===== src/rtl/alu_sweep_pkg.sv =====
// Shared types and constants for the ALU truth-table sweep controller.
package alu_sweep_pkg;

    typedef enum logic [1:0] {
        IDLE  = 2'd0,
        DRIVE = 2'd1,
        DONE  = 2'd2
    } state_t;

    localparam int NUM_VECTORS = 32;
    localparam int IDX_W       = 5;
    localparam int CNT_W       = 4;

    // Drive lines presented to the ALU for one vector.
    typedef struct packed {
        logic       m;
        logic       s1;
        logic       s0;
        logic [1:0] a;
    } drive_t;

    // Vector index bit order: M is the LSB, A[1] the MSB.
    function automatic drive_t vec_to_drive(input logic [IDX_W-1:0] idx);
        drive_t d;
        d.m  = idx[0];
        d.s1 = idx[1];
        d.s0 = idx[2];
        d.a  = {idx[4], idx[3]};
        return d;
    endfunction

endpackage


===== src/rtl/alu_sweep_if.sv =====
// ALU drive/feedback lines plus the start request and result handshake.
interface alu_sweep_if;

    logic        start;
    logic        result;
    logic        out_ready;
    logic        M;
    logic        S1;
    logic        S0;
    logic [1:0]  A;
    logic        busy;
    logic        table_valid;
    logic [31:0] truth_table;

    modport master (
        input  start, result, out_ready,
        output M, S1, S0, A, busy, table_valid, truth_table
    );

    modport slave (
        output start, result, out_ready,
        input  M, S1, S0, A, busy, table_valid, truth_table
    );

endinterface


===== src/rtl/alu_sweep_counter.sv =====
// Vector index and settle counter pair; idx_next is exposed so the
// controller can register its drive lines one cycle ahead.
module alu_sweep_counter
    import alu_sweep_pkg::*;
#(
    parameter int SETTLE = 1
) (
    input  logic             clk,
    input  logic             rst_n,
    input  logic             clear,
    input  logic             run,
    output logic [IDX_W-1:0] idx,
    output logic [IDX_W-1:0] idx_next,
    output logic             last_settle,
    output logic             last_vec
);

    localparam logic [CNT_W-1:0] LAST_CNT = CNT_W'(SETTLE - 1);
    localparam logic [IDX_W-1:0] LAST_IDX = IDX_W'(NUM_VECTORS - 1);

    logic [CNT_W-1:0] cnt;
    logic [CNT_W-1:0] cnt_next;

    assign last_settle = (cnt == LAST_CNT);
    assign last_vec    = (idx == LAST_IDX);

    // Next counter values: clear on sweep start, advance index on the final settle cycle.
    always_comb begin
        idx_next = idx;
        cnt_next = cnt;
        if (clear) begin
            idx_next = '0;
            cnt_next = '0;
        end else if (run) begin
            if (last_settle) begin
                cnt_next = '0;
                idx_next = idx + IDX_W'(1);
            end else begin
                cnt_next = cnt + CNT_W'(1);
            end
        end
    end

    // Counter registers.
    always_ff @(posedge clk or negedge rst_n) begin
        if (!rst_n) begin
            idx <= '0;
            cnt <= '0;
        end else begin
            idx <= idx_next;
            cnt <= cnt_next;
        end
    end

endmodule


===== src/rtl/alu_sweep_ctrl.sv =====
// Steps the 1-bit ALU through all 32 {A, S0, S1, M} vectors, samples its
// result after SETTLE cycles per vector and offers the packed truth table
// on a valid/ready handshake. SETTLE must lie in 1..15.
module alu_sweep_ctrl
    import alu_sweep_pkg::*;
#(
    parameter int SETTLE = 1
) (
    input  logic         clk,
    input  logic         rst_n,
    alu_sweep_if.master  bus
);

    state_t           state;
    state_t           state_d;
    logic [IDX_W-1:0] idx;
    logic [IDX_W-1:0] idx_next;
    logic             last_settle;
    logic             last_vec;
    logic             accept;
    logic             run;

    drive_t           drive_d;
    logic             busy_d;
    logic             valid_d;

    drive_t           drive_q;
    logic             busy_q;
    logic             valid_q;
    logic [31:0]      table_q;

    assign accept = (state == IDLE) && bus.start;
    assign run    = (state == DRIVE);

    alu_sweep_counter #(.SETTLE(SETTLE)) u_counter (
        .clk         (clk),
        .rst_n       (rst_n),
        .clear       (accept),
        .run         (run),
        .idx         (idx),
        .idx_next    (idx_next),
        .last_settle (last_settle),
        .last_vec    (last_vec)
    );

    // State register.
    always_ff @(posedge clk or negedge rst_n) begin
        if (!rst_n) begin
            state <= IDLE;
        end else begin
            state <= state_d;
        end
    end

    // Next-state logic; start is only looked at in IDLE.
    always_comb begin
        state_d = state;
        case (state)
            IDLE:    if (bus.start) state_d = DRIVE;
            DRIVE:   if (last_settle && last_vec) state_d = DONE;
            DONE:    if (bus.out_ready) state_d = IDLE;
            default: state_d = IDLE;
        endcase
    end

    // Output values for the coming state, so every output is a plain flop.
    always_comb begin
        drive_d = '0;
        busy_d  = 1'b0;
        valid_d = 1'b0;
        case (state_d)
            DRIVE: begin
                drive_d = vec_to_drive(idx_next);
                busy_d  = 1'b1;
            end
            DONE:    valid_d = 1'b1;
            default: ;
        endcase
    end

    // Output registers.
    always_ff @(posedge clk or negedge rst_n) begin
        if (!rst_n) begin
            drive_q <= '0;
            busy_q  <= 1'b0;
            valid_q <= 1'b0;
        end else begin
            drive_q <= drive_d;
            busy_q  <= busy_d;
            valid_q <= valid_d;
        end
    end

    // Sample register: cleared when a sweep is accepted, kept through IDLE otherwise.
    always_ff @(posedge clk or negedge rst_n) begin
        if (!rst_n) begin
            table_q <= '0;
        end else if (accept) begin
            table_q <= '0;
        end else if (run && last_settle) begin
            table_q[idx] <= bus.result;
        end
    end

    assign bus.M           = drive_q.m;
    assign bus.S1          = drive_q.s1;
    assign bus.S0          = drive_q.s0;
    assign bus.A           = drive_q.a;
    assign bus.busy        = busy_q;
    assign bus.table_valid = valid_q;
    assign bus.truth_table = table_q;

endmodule


===== src/flat_wrapper.sv =====
// flat-port wrapper written by rule: the top's interface ports become plain ports
module alu_sweep_ctrl_flat import alu_sweep_pkg::*;
#(
    parameter int SETTLE = 1
)
  (clk, rst_n, bus_start, bus_result, bus_out_ready, bus_M, bus_S1, bus_S0, bus_A, bus_busy, bus_table_valid, bus_truth_table);
  alu_sweep_if bus_i ();
  input  logic clk;
  input  logic rst_n;
  input wire logic [$bits(bus_i.start)-1:0] bus_start;
  input wire logic [$bits(bus_i.result)-1:0] bus_result;
  input wire logic [$bits(bus_i.out_ready)-1:0] bus_out_ready;
  output wire logic [$bits(bus_i.M)-1:0] bus_M;
  output wire logic [$bits(bus_i.S1)-1:0] bus_S1;
  output wire logic [$bits(bus_i.S0)-1:0] bus_S0;
  output wire logic [$bits(bus_i.A)-1:0] bus_A;
  output wire logic [$bits(bus_i.busy)-1:0] bus_busy;
  output wire logic [$bits(bus_i.table_valid)-1:0] bus_table_valid;
  output wire logic [$bits(bus_i.truth_table)-1:0] bus_truth_table;
  assign bus_i.start = bus_start;
  assign bus_i.result = bus_result;
  assign bus_i.out_ready = bus_out_ready;
  assign bus_M = bus_i.M;
  assign bus_S1 = bus_i.S1;
  assign bus_S0 = bus_i.S0;
  assign bus_A = bus_i.A;
  assign bus_busy = bus_i.busy;
  assign bus_table_valid = bus_i.table_valid;
  assign bus_truth_table = bus_i.truth_table;
  alu_sweep_ctrl #(.SETTLE(SETTLE)) u_core (.clk(clk), .rst_n(rst_n), .bus(bus_i));
endmodule

===== config.mk =====
export PLATFORM = sky130hd
export DESIGN_NAME = alu_sweep_ctrl_flat
export DESIGN_NICKNAME = d
export VERILOG_FILES = /design/src/rtl/alu_sweep_pkg.sv /design/src/rtl/alu_sweep_if.sv /design/src/rtl/alu_sweep_counter.sv /design/src/rtl/alu_sweep_ctrl.sv /design/src/flat_wrapper.sv
export SDC_FILE = /design/constraint.sdc
export NUM_CORES = 1
export LEC_CHECK = 0
export CAP_MARGIN = 5
export CORE_UTILIZATION = 25
export CTS_CLUSTER_SIZE = 28
export DETAILED_ROUTE_END_ITERATION = 7
export DONT_BUFFER_PORTS = 1
export GPL_ROUTABILITY_DRIVEN = 0
export HOLD_SLACK_MARGIN = 0.06
export PLACE_DENSITY = 0.42
export SYNTH_ARGS = -nofsm -noshare
export SYNTH_HDL_FRONTEND = slang
export SYNTH_SLANG_ARGS = --single-unit

===== constraint.sdc =====
create_clock -name clk -period 3 [get_ports clk]
set_input_delay 0.45 -clock clk [delete_from_list [all_inputs] [get_ports clk]]
set_output_delay 0.45 -clock clk [all_outputs]
set_load 0.005 [all_outputs]

# Word level (Yosys, flattened, before mapping)
# Cells that the tools add are included.
[totals] ff_bits=50 latch_bits=0 ramBits=0 rom_bits=0 word_cells=45 memories=0
[classes] n_addsub=2 multipliers=0 n_div=0 n_lt_le_gt_ge=2 n_eq_ne=5 n_shift=0 n_mux=18 n_bitwise=0 n_reduce_logical=8
[ops] cell="$mux W32" n=2
[ops] cell="$bwmux W32" n=1
[ops] cell="$mux W5" n=4
[ops] cell="$mux W4" n=3
[ops] cell="$lt A5 B6 Y1 const B" n=1
[ops] cell="$mux W2" n=3
[ops] cell="$pmux W2 S3" n=1
[ops] cell="$add A5 B1 Y5 const B" n=1
[ops] cell="$demux W1 S5" n=1
[ops] cell="$eq A5 B5 Y1 const B" n=1
[ops] cell="$ge A5 B1 Y1 const B" n=1
[ops] cell="$add A4 B1 Y4 const B" n=1
[ops] cell="$eq A2 B1 Y1 const B" n=2
[ops] cell="$eq A2 B2 Y1 const B" n=2
[ops] cell="$logic_and A1 B1 Y1" n=4
[ops] cell="$logic_not A4 Y1" n=1
[ops] cell="$reduce_bool A2 Y1" n=2
[ops] cell="$mux W1" n=3
[ops] cell="$logic_not A2 Y1" n=1

# Longest topological paths before layout
[depth] word_depth=7 ltp_mapped=7 ltp_nobuf=6

# By module
# From an unflattened synthesis, not the netlist that was laid out.
[unflattened] cells_unflattened=227 hier_area_um2=2422.3
[modules_own_cells] mod="alu_sweep_ctrl" n_inst=1 cells_per_inst=179 area_each_um2=1924.3
[modules_own_cells] mod="alu_sweep_counter" n_inst=1 cells_per_inst=48 area_each_um2=498.0

# Least setup slack after synthesis
# OpenSTA, ideal clock, no wires.
[synth_path] path_kind="register to register" startpoint="reg u_core.u_counter.idx[0]" endpoint="reg u_core.drive_q (netlist bit u_core.bus.A[0])" setup_time_ps=78 arrival_time_ps=1784 required_time_ps=2922 path_slack_ps=1138 path_stages_with_launch=7 synth_period_minus_slack_ps=1862 path_cell_list="dfrtp_1 > ha_1 > and3_1 > ha_1 > buf_1 > or4_1 > a21oi_1"
[synth_rtl] element="start, declared" line="alu_sweep_counter.sv:12" text="output logic [IDX_W-1:0] idx,"
[synth_rtl] element="start signal, assigned" line="alu_sweep_counter.sv:50" text="idx <= idx_next;"
[synth_rtl] element="end signal, assigned" line="alu_sweep_ctrl.sv:88" text="drive_q <= drive_d;"
[synth_rtl] element="end, declared" line="alu_sweep_ctrl.sv:27" text="drive_t drive_q;"

==> key figures <==
Status
  – Outcome: finished clean

Setup path
  – FF-to-FF path depth: 5
  – CP arrival: 2440 ps
  – Reg2reg end: u_core.bus.A[0]
  – Startpoint class of the critical path: register
  – Critical Path, Cell by Cell: inv_1, ha_1, or3b_1, or4_1, a21oi_1
  – Critical path class: register to register
  – Reg-to-Reg Start: u_core.u_counter.cnt[0]
  – Max incr delay on CP: 730 ps
  – CP endpoint kind: register
  – CP max-delay cell: or3b_1
  – Required @ worst endpoint: 3230 ps
  – R2R Setup Slk: 780 ps
  – CP Max Fanout: 29

Global routing
  – Number of global-route vias before repair: 1815
  – GRT met1 Usage: 0.169
  – Initial antenna violation count: 0
  – M3 GR Usage: 0.0328
  – GRT Util Overall: 0.124
  – Grt total ovfl: 0
  – M2 GR Usage: 0.196
  – First-pass GRT wire length: 9940 microns
  – Pin count of the biggest net entering global routing: 51
  – GRT busiest layer: met2

CTS
  – Num Clock Sinks: 50
  – Total CTS buffers: 5
  – H-tree Lvls: 2
  – Max Root-Sink Buffers: 2
  – Reg clk slew, reported paths: 100 ps
  – Clock Root Buffer: clkbuf_8
  – Clock latency on the worst-skew pair: 310 ps
  – CTS tree: done
  – CTS resizes: 0

Yosys
  – Post-synth EDFFs: 0
  – Cell variety after synth: 32
  – Syn Area/Cell: 10.0 sq um
  – Synth top area cells: dfrtp_1 50%, mux2i_1 13%, nor3_1 6.6%
  – Register area share after synthesis: 0.499
  – Mapped cell area: 2510 sq um
  – Syn Nets: 262
  – FFs w/ async S/R, synth: 1.00
  – Synthesis warning total: 0
  – Top cell type's share of synthesized area: 0.499
  – Leading area contributor after synthesis: dfrtp_1
  – FF+latch count, synth: 50
  – Cells after Synth: 250
  – Main synth FF type: dfrtp_1

Min path
  – Worst Hold Launch: bus_out_ready
  – Worst hold stages: 2
  – Min-Delay Path Class: input port to register
  – Hold endpoint: u_core.bus.table_valid

Cells and area
  – Total Nets Final: 254
  – Design area: 2730 sq um
  – Register area: 1250 sq um
  – Layout cells sized above 1: 0.0782
  – Multi-input gate area: 1140 sq um
  – Ant diodes: 0
  – Synthesis-to-layout area growth: 8.78%
  – Filler instances: 1071

Floorplan
  – Initial Util: 0.258
  – # rows: 36
  – Core area: 9730 sq um
  – Die H: 102 microns
  – # IOs: 44
  – Die footprint: 10400 sq um
  – Die width: 102 microns

STA
  – Post-route setup TNS: 0 ps
  – Final Max Slew Viols: 0
  – Final min period: 2220 ps
  – FMAX: 451 MHz
  – Worst-margin pin slew: 897 ps
  – Hold WS: 344 ps
  – RSZ-0062 raised after global routing: false
  – Final Cycle Share: 0.739
  – Hold Fails Final Rpt: 0
  – Setup Skew: 11.8 ps
  – Slew headroom: 0.402
  – Setup violators final: 0

Drt
  – Total routed wirelength: 6090 microns
  – Post-route ant nets: 0
  – Detailed Route Iter0 Violations: 95
  – Avg Vias per Cell: 4.64
  – Drc violations: 0
  – Vias: 1746
  – Initial DRT Pass Iterations: 4
  – Drt wl/cell: 16.2 microns

Run
  – Max Cap Viol: 0

Power and ir drop
  – Leakage: 0.00107 uW
  – P per Cell Area: 784 nW/um^2
  – Pwr Total: 2140 uW
  – Peak VDD IR: 0.000294 V

Placement
  – Placed Instance Area: 2600 sq um
  – Hpwl dp: 3830 microns
  – # port buffers: 0
[cells in the mapped netlist, types with 2 or more instances]
cell / number
nand2_1: 40
nor2b_1: 3
or3_1: 3
or3b_2: 5
nor3_1: 33
o31ai_1: 2
nand3_1: 8
dfrtp_1: 50
inv_1: 5
a22o_1: 2
nand3b_1: 7
a21oi_1: 9
mux2i_1: 33
nand2b_1: 2
o21ai_0: 7
clkbuf_1: 11
nor3b_1: 2
ha_1: 7
buf_2: 6
a31oi_1: 3
[cell type report]
type                            count  area share
Clock inverter                      2     0.00459
Sequential cell                    50       0.459
Inverter                            5     0.00688
Multi-Input combinational cell    175       0.417
Clock buffer                        6      0.0303
Tap cell                          133      0.0610
Timing Repair Buffer                5      0.0220
[worst max-delay path, delay by kind of cell (launching register included)]
kind            cells  cell delay, ps
simple gates        2            1330
flops               1             430
fa+ha+maj           1             160
compound gates      1             150
buf+inv             1              70
[routing by layer]
metal | vias to the layer above | share of wire
met4 | 0 | 0.0094
met2 | 29 | 0.47
met5 | - | 0
met1 | 853 | 0.47
li1 | 859 | -
met3 | 5 | 0.050
[worst max path at each step]
stage / from / to / slack (ps)
3_3_place_gp: u_core.u_counter.cnt[0] / u_core.bus.A[0] / 840
4_1_cts: u_core.u_counter.cnt[0] / u_core.bus.A[0] / 770
5_1_grt: u_core.u_counter.cnt[0] / u_core.bus.A[0] / 610
3_5_place_dp: u_core.u_counter.cnt[0] / u_core.bus.A[0] / 790
2_1_floorplan: u_core.u_counter.idx[0] / u_core.bus.A[0] / 1140
6_report: u_core.u_counter.cnt[0] / u_core.bus.A[0] / 780
[stage by stage]
stage | utilization | worst slack, ps | std cells
2_1_floorplan | - | 1140 | 250
3_3_place_gp | 0.267 | 843 | 366
3_5_place_dp | 0.267 | 786 | 366
4_1_cts | 0.280 | 774 | 376
5_1_grt | 0.280 | 606 | 376
6_report | 0.280 | 783 | 376
[logic make-up (layout without fill, tap and decap cells)]
logic type	Yosys count	count (layout)	share of synthesized area
fa+ha+maj	7	7	0.0349
compound gates	26	26	0.0618
flops	50	50	0.499
simple gates	108	108	0.220
buf+inv	25	18	0.0479
mux	34	34	0.136
[cell usage in the layout (no fill, tap or decap), types with 2 or more instances in the layout]
master,instances
or3b_2,5
nand3b_1,7
nor3b_1,2
dfrtp_1,50
a31oi_1,3
ha_1,7
o21ai_0,7
buf_4,3
nand2b_1,2
inv_1,5
mux2i_1,33
a21oi_1,9
or3_1,3
o31ai_1,2
a22o_1,2
nor2b_1,3
nand3_1,8
clkbuf_8,6
nand2_1,40
nor3_1,33
[registers in the layout, summed over array words and instances, names as in the netlist]
register	count
u_core.bus.table_valid	1
u_core.state	2
u_core.u_counter.idx	5
u_core.u_counter.cnt	4
u_core.bus.M	1
u_core.bus.busy	1
u_core.bus.S1	1
u_core.bus.A	2
u_core.bus.S0	1
u_core.bus.truth_table	32
[timing repair]
action                                  CTS  global route
endpoints found under the setup margin    0             0
hold buffers                              2             0
setup buffers                             0             0
endpoints found under the hold margin    50             0
[power by group]
part / total (uW) / switching, uW / internal, uW
combinational: 628 / 383 / 245
sequential: 1090 / 225 / 866
clock: 421 / 235 / 186
No activity file was read; power rests on OpenSTA's default activity.
==> RTL change 1 (same settings) <==
The package constant `IDX_W` goes from 5 to 6.
--- a/src/rtl/alu_sweep_pkg.sv
+++ b/src/rtl/alu_sweep_pkg.sv
@@ -9,5 +9,5 @@
 
     localparam int NUM_VECTORS = 32;
-    localparam int IDX_W       = 5;
+    localparam int IDX_W       = 6;
     localparam int CNT_W       = 4;
 
Behaviour: same outputs for any inputs over 10 cycles, from zero or initial values and one cycle with rst_n low; that may be too few to reach the edited logic, so the function may still have changed.
==> RTL change 1 against the unedited design <==
Setup slack better by 190 ps. Sequential cell count rose by 1. Synthesized cell count up 8.8%. Cell count grew 6.1%. Utilization grew 0.17 points. Count of clock-buffer cells in the layout rose by 1. Combinational power rose by 27%. Routed wire length rose by 27%. Cell area rose by 7.7%. Power is 5.2% higher. Global-route usage grew 2.3 points. Area after synthesis is 7.6% higher. Clock skew shrank 0.51 ps. Critical endpoint is now u_core.bus.A[1].
==> RTL change 1: results (changes against the unedited design) <==
place:
  port_buffers: 0  # unchanged
  hpwl_um: 4854  # was 3828 um
  dpl.cell_count: 389  # was 366
  post-place-ws_ps: 969.6  # was 785.9 ps
  placed_area_um2: 2798  # was 2596 um2
detailed_routing:
  route.met3.wl_um: 445  # was 305 um
  dr_wl_met2_um: 3658  # was 2877 um
  via_count: 2062  # was 1746
  m1WireLength_um: 3598  # was 2852 um
  routed_wl_um: 7765  # was 6092 um
  first_iter_violations: 70  # was 95
finish:
  flops_and_latches: 51  # was 50
  fin_cells: 399  # was 376
  fillers: 1104  # was 1071
  layout.nets: 273  # was 254
  inverters_excl_clock: 38  # was 5
  multiInputGateArea_um2: 1186  # was 1137 um2
  area_growth_pct: 8.901  # was 8.778%
  num-multi-input-gates: 161  # was 175
  drive_gt1_frac: 0.08365  # was 0.07819
  seqCellArea_um2: 1276  # was 1251 um2
  clk_share: 0.03533  # was 0.03485
  nClkBuffers: 7  # was 6
  buffer_area_frac: 0.02043  # was 0.02201
logic_synthesis:
  synth_seq_area_share: 0.4729  # was 0.4988
  yosys.area_share.adder: 0.02782  # was 0.03491
  ys_top_cells_by_area: "dfrtp_1 (47%), o211ai_1 (11%), o221ai_1 (8.4%), inv_1 (5.3%), ha_1 (2.8%)"  # was dfrtp_1 (50%), mux2i_1 (13%), nor3_1 (6.6%), nand2_1 (6.0%), ha_1 (3.5%)
  ys.warnings.count: 0  # unchanged
  synth_area_per_cell_um2: 9.922  # was 10.03 um2
  synth_area_um2: 2699  # was 2509 um2
  synth_cell_type_count: 39  # was 32
  synth_common_cells: "dfrtp_1 (51), o211ai_1 (40), inv_1 (38)"  # was dfrtp_1 (50), nand2_1 (40), mux2i_1 (33), nor3_1 (33), clkbuf_1 (11)
  synth_compound_area_frac: 0.2522  # was 0.06185
  synth_nets: 283  # was 262
  synthArstFlopShare: 1.000  # unchanged
  synthMuxAreaShare: 0.007418  # was 0.1362
global_routing:
  first_global_vias: 2158  # was 1815
  grt_use_met3: 0.03985  # was 0.03283
  grt_pass1_wl_um: 12680  # was 9936 um
  use_met2: 0.2414  # was 0.1957
  gr-usage-all-layers: 0.1465  # was 0.1236
  grt_max_degree: 52  # was 51
  met1_usage: 0.1899  # was 0.1694
sta:
  setup_viol: 0  # unchanged
  skew_ps: 11.31  # was 11.82 ps
  worstMarginPinSlew_ps: 829.9  # was 897.5 ps
power:
  pg_comb_mw: 0.799  # was 0.628 mW
  internal-power_mw: 1.299  # was 1.297 mW
  leakage_nw: 1.257  # was 1.066 nW
  p_comb_frac: 0.355  # was 0.294
  pwr-share-clk: 0.202  # was 0.197
  peakVddDrop_uv: 287.9  # was 294.4 uV
critical_path:
  worstPathArrival_ps: 2250  # was 2440 ps
  slowest_delay_ps: 520  # was 730 ps
  crit_fanout: 11  # was 29
  slowest_stage: "or4_1"  # was or3b_1
run_status:
  status: "completed"  # unchanged
cts:
  cts_root_buf: "clkbuf_8"  # unchanged
RTL change 1: cell types whose count changed in the layout (fill, tap and decap cells not counted), sizes merged, moves of 4 or more:
| cell | before | now |
|---|---|---|
| mux2i | 33 | 2 |
| nor3 | 33 | 0 |
| o21ai | 7 | 3 |
| o211ai | 0 | 40 |
| nand2 | 40 | 13 |
| nand2b | 2 | 7 |
| inv | 5 | 38 |
| nor4bb | 0 | 4 |
| o221ai | 0 | 26 |
RTL change 1: path summary, 6_finish.rpt:
kind	start	endpoint	slack (ps)
min	bus_out_ready	u_core.state[1]	410
min reg2reg	u_core.u_counter.cnt[0]	u_core.u_counter.cnt[0]	550
max	u_core.u_counter.cnt[0]	u_core.bus.A[1]	970
min in group asynchronous	rst_n	u_core.bus.truth_table[21]	660
max reg2reg	u_core.u_counter.cnt[0]	u_core.bus.A[1]	970
max in group asynchronous	rst_n	u_core.u_counter.idx[0]	2100
==> RTL change 2 (same settings) <==
Made on the original files. The 3 states of `state_t` get a one-hot encoding in 3 bits.
--- a/src/rtl/alu_sweep_pkg.sv
+++ b/src/rtl/alu_sweep_pkg.sv
@@ -2,8 +2,8 @@
 package alu_sweep_pkg;
 
-    typedef enum logic [1:0] {
-        IDLE  = 2'd0,
-        DRIVE = 2'd1,
-        DONE  = 2'd2
+    typedef enum logic [2:0] {
+        IDLE  = 3'b001,
+        DRIVE = 3'b010,
+        DONE  = 3'b100
     } state_t;
 
Behaviour: no difference found for any inputs over 10 cycles, from zero or initial values and one cycle with rst_n low; not proved beyond that.
==> RTL change 2 against the unedited design <==
Setup slack gained 50 ps. Cell area grew 2.7%. Sequential cell count grew 1. Maximum frequency grew 2.3%. Power shrank 16%. Routed wire length grew 5.4%. Area after synthesis grew 2.5%. Largest power group unchanged. Highest routed layer unchanged.
==> RTL change 2: results (changes against the unedited design) <==
detailed_routing:
  m1WireLength_um: 3023  # was 2852 um
  route.met3.wl_um: 425  # was 305 um
  via_count: 1839  # was 1746
  routed_wl_um: 6421  # was 6092 um
  dr_wl_met2_um: 2880  # was 2877 um
  first_iter_violations: 134  # was 95
logic_synthesis:
  ys_top_cells_by_area: "dfrtp_1 (49%), mux2i_1 (12%), nand4_1 (7.8%), nand2_1 (5.8%), ha_1 (3.4%)"  # was dfrtp_1 (50%), mux2i_1 (13%), nor3_1 (6.6%), nand2_1 (6.0%), ha_1 (3.5%)
  synth_seq_area_share: 0.4966  # was 0.4988
  synth_area_um2: 2572  # was 2509 um2
  yosys.area_share.adder: 0.03405  # was 0.03491
  synth-xor-area-share: 0.006809  # was 0
  synth_compound_area_frac: 0.05447  # was 0.06185
  synth_nets: 269  # was 262
  synthMuxAreaShare: 0.1245  # was 0.1362
  synth_common_cells: "dfrtp_1 (50), nand2_1 (40), mux2i_1 (32), nand4_1 (32), clkbuf_1 (17)"  # was dfrtp_1 (50), nand2_1 (40), mux2i_1 (33), nor3_1 (33), clkbuf_1 (11)
global_routing:
  first_global_vias: 1851  # was 1815
  gr-usage-all-layers: 0.1281  # was 0.1236
  grt_max_degree: 52  # was 51
  grt_pass1_wl_um: 10270  # was 9936 um
cts:
  htree_num_levels: 2  # unchanged
  cts_resized: 0  # unchanged
  cts.sinks: 51  # was 50
sta:
  skew_ps: 12.78  # was 11.82 ps
  slew-limit-headroom: 0.6375  # was 0.4017
power:
  leakage_nw: 1.338  # was 1.066 nW
  switching_share: 0.4088  # was 0.3938
  peakVddDrop_uv: 225.4  # was 294.4 uV
  p_seq_mw: 0.809  # was 1.09 mW
  cellPowerDensity_nw_per_um2: 643.6  # was 784.2 nW/um2
  pg_comb_mw: 0.596  # was 0.628 mW
place:
  hpwl_um: 4004  # was 3828 um
  placed_area_um2: 2680  # was 2596 um2
  post-place-ws_ps: 861.1  # was 785.9 ps
finish:
  buffer_area_frac: 0.02679  # was 0.02201
  largest_reg_flops: 32  # unchanged
  seqCellArea_um2: 1277  # was 1251 um2
  multiInputGateArea_um2: 1180  # was 1137 um2
  fillers: 1062  # was 1071
  clk_share: 0.03036  # was 0.03485
  nNonClkBuffers: 7  # was 5
  layout.nets: 257  # was 254
  drive_gt1_frac: 0.06911  # was 0.07819
critical_path:
  slowest_stage: "or4_1"  # was or3b_1
  crit_fanout: 11  # was 29
  slowest_delay_ps: 520  # was 730 ps
  worstPathArrival_ps: 2390  # was 2440 ps
run_status:
  status: "completed"  # unchanged
[RTL change 2: cell types whose count changed in the layout (fill, tap and decap cells not counted), sizes merged, moves of 3 or more]
| cell | delta |
|---|---|
| a21oi | +4 |
| a22o | -3 |
| and3b | +3 |
| nand3 | -3 |
| nand3b | -5 |
| nand4 | +32 |
| nor2 | +4 |
| nor3 | -30 |
| nor3b | +3 |
| or3b | -4 |
| or4 | +3 |
[RTL change 2: worst paths after layout]
| check | slack [ps] | end | cells after the start | start |
|---|---|---|---|---|
| min in group asynchronous | 660 | u_core.bus.truth_table[30] | 2 | rst_n |
| max | 830 | u_core.bus.S0 | 5 | u_core.u_counter.idx[0] |
| max reg2reg | 830 | u_core.bus.S0 | 5 | u_core.u_counter.idx[0] |
| min | 490 | u_core.state[2] | 3 | bus_out_ready |
| min reg2reg | 550 | u_core.bus.truth_table[6] | 2 | u_core.bus.truth_table[6] |
| max in group asynchronous | 2060 | u_core.state[0] | 2 | rst_n |
[RTL change 2: per-stage QoR]
| stage | instances | utilization | hold slack, ps |
|---|---|---|---|
| floorplan | 257 | - | 154.4 |
| global placement | 369 | 0.2717 | 156.4 |
| detailed placement | 369 | 0.2717 | 156.3 |
| CTS | 379 | 0.2841 | 479.5 |
| global route | 379 | 0.2841 | 514.5 |
| finish | 379 | 0.2841 | 486.9 |
[RTL change 2: what timing repair did]
action                     in CTS  in global routing
setup endpoints to repair       0                  0
setup buffers                   0                  0
hold endpoints to repair       51                  0
hold buffers                    2                  0
[RTL change 2: routing by layer]
| layer | vias to the layer above | track usage |
|---|---|---|
| met3 | 5 | 0.04167 |
| met2 | 45 | 0.1921 |
| met1 | 898 | 0.1739 |
| li1 | 891 | - |
| met4 | 0 | 0.04225 |
| met5 | - | 0 |
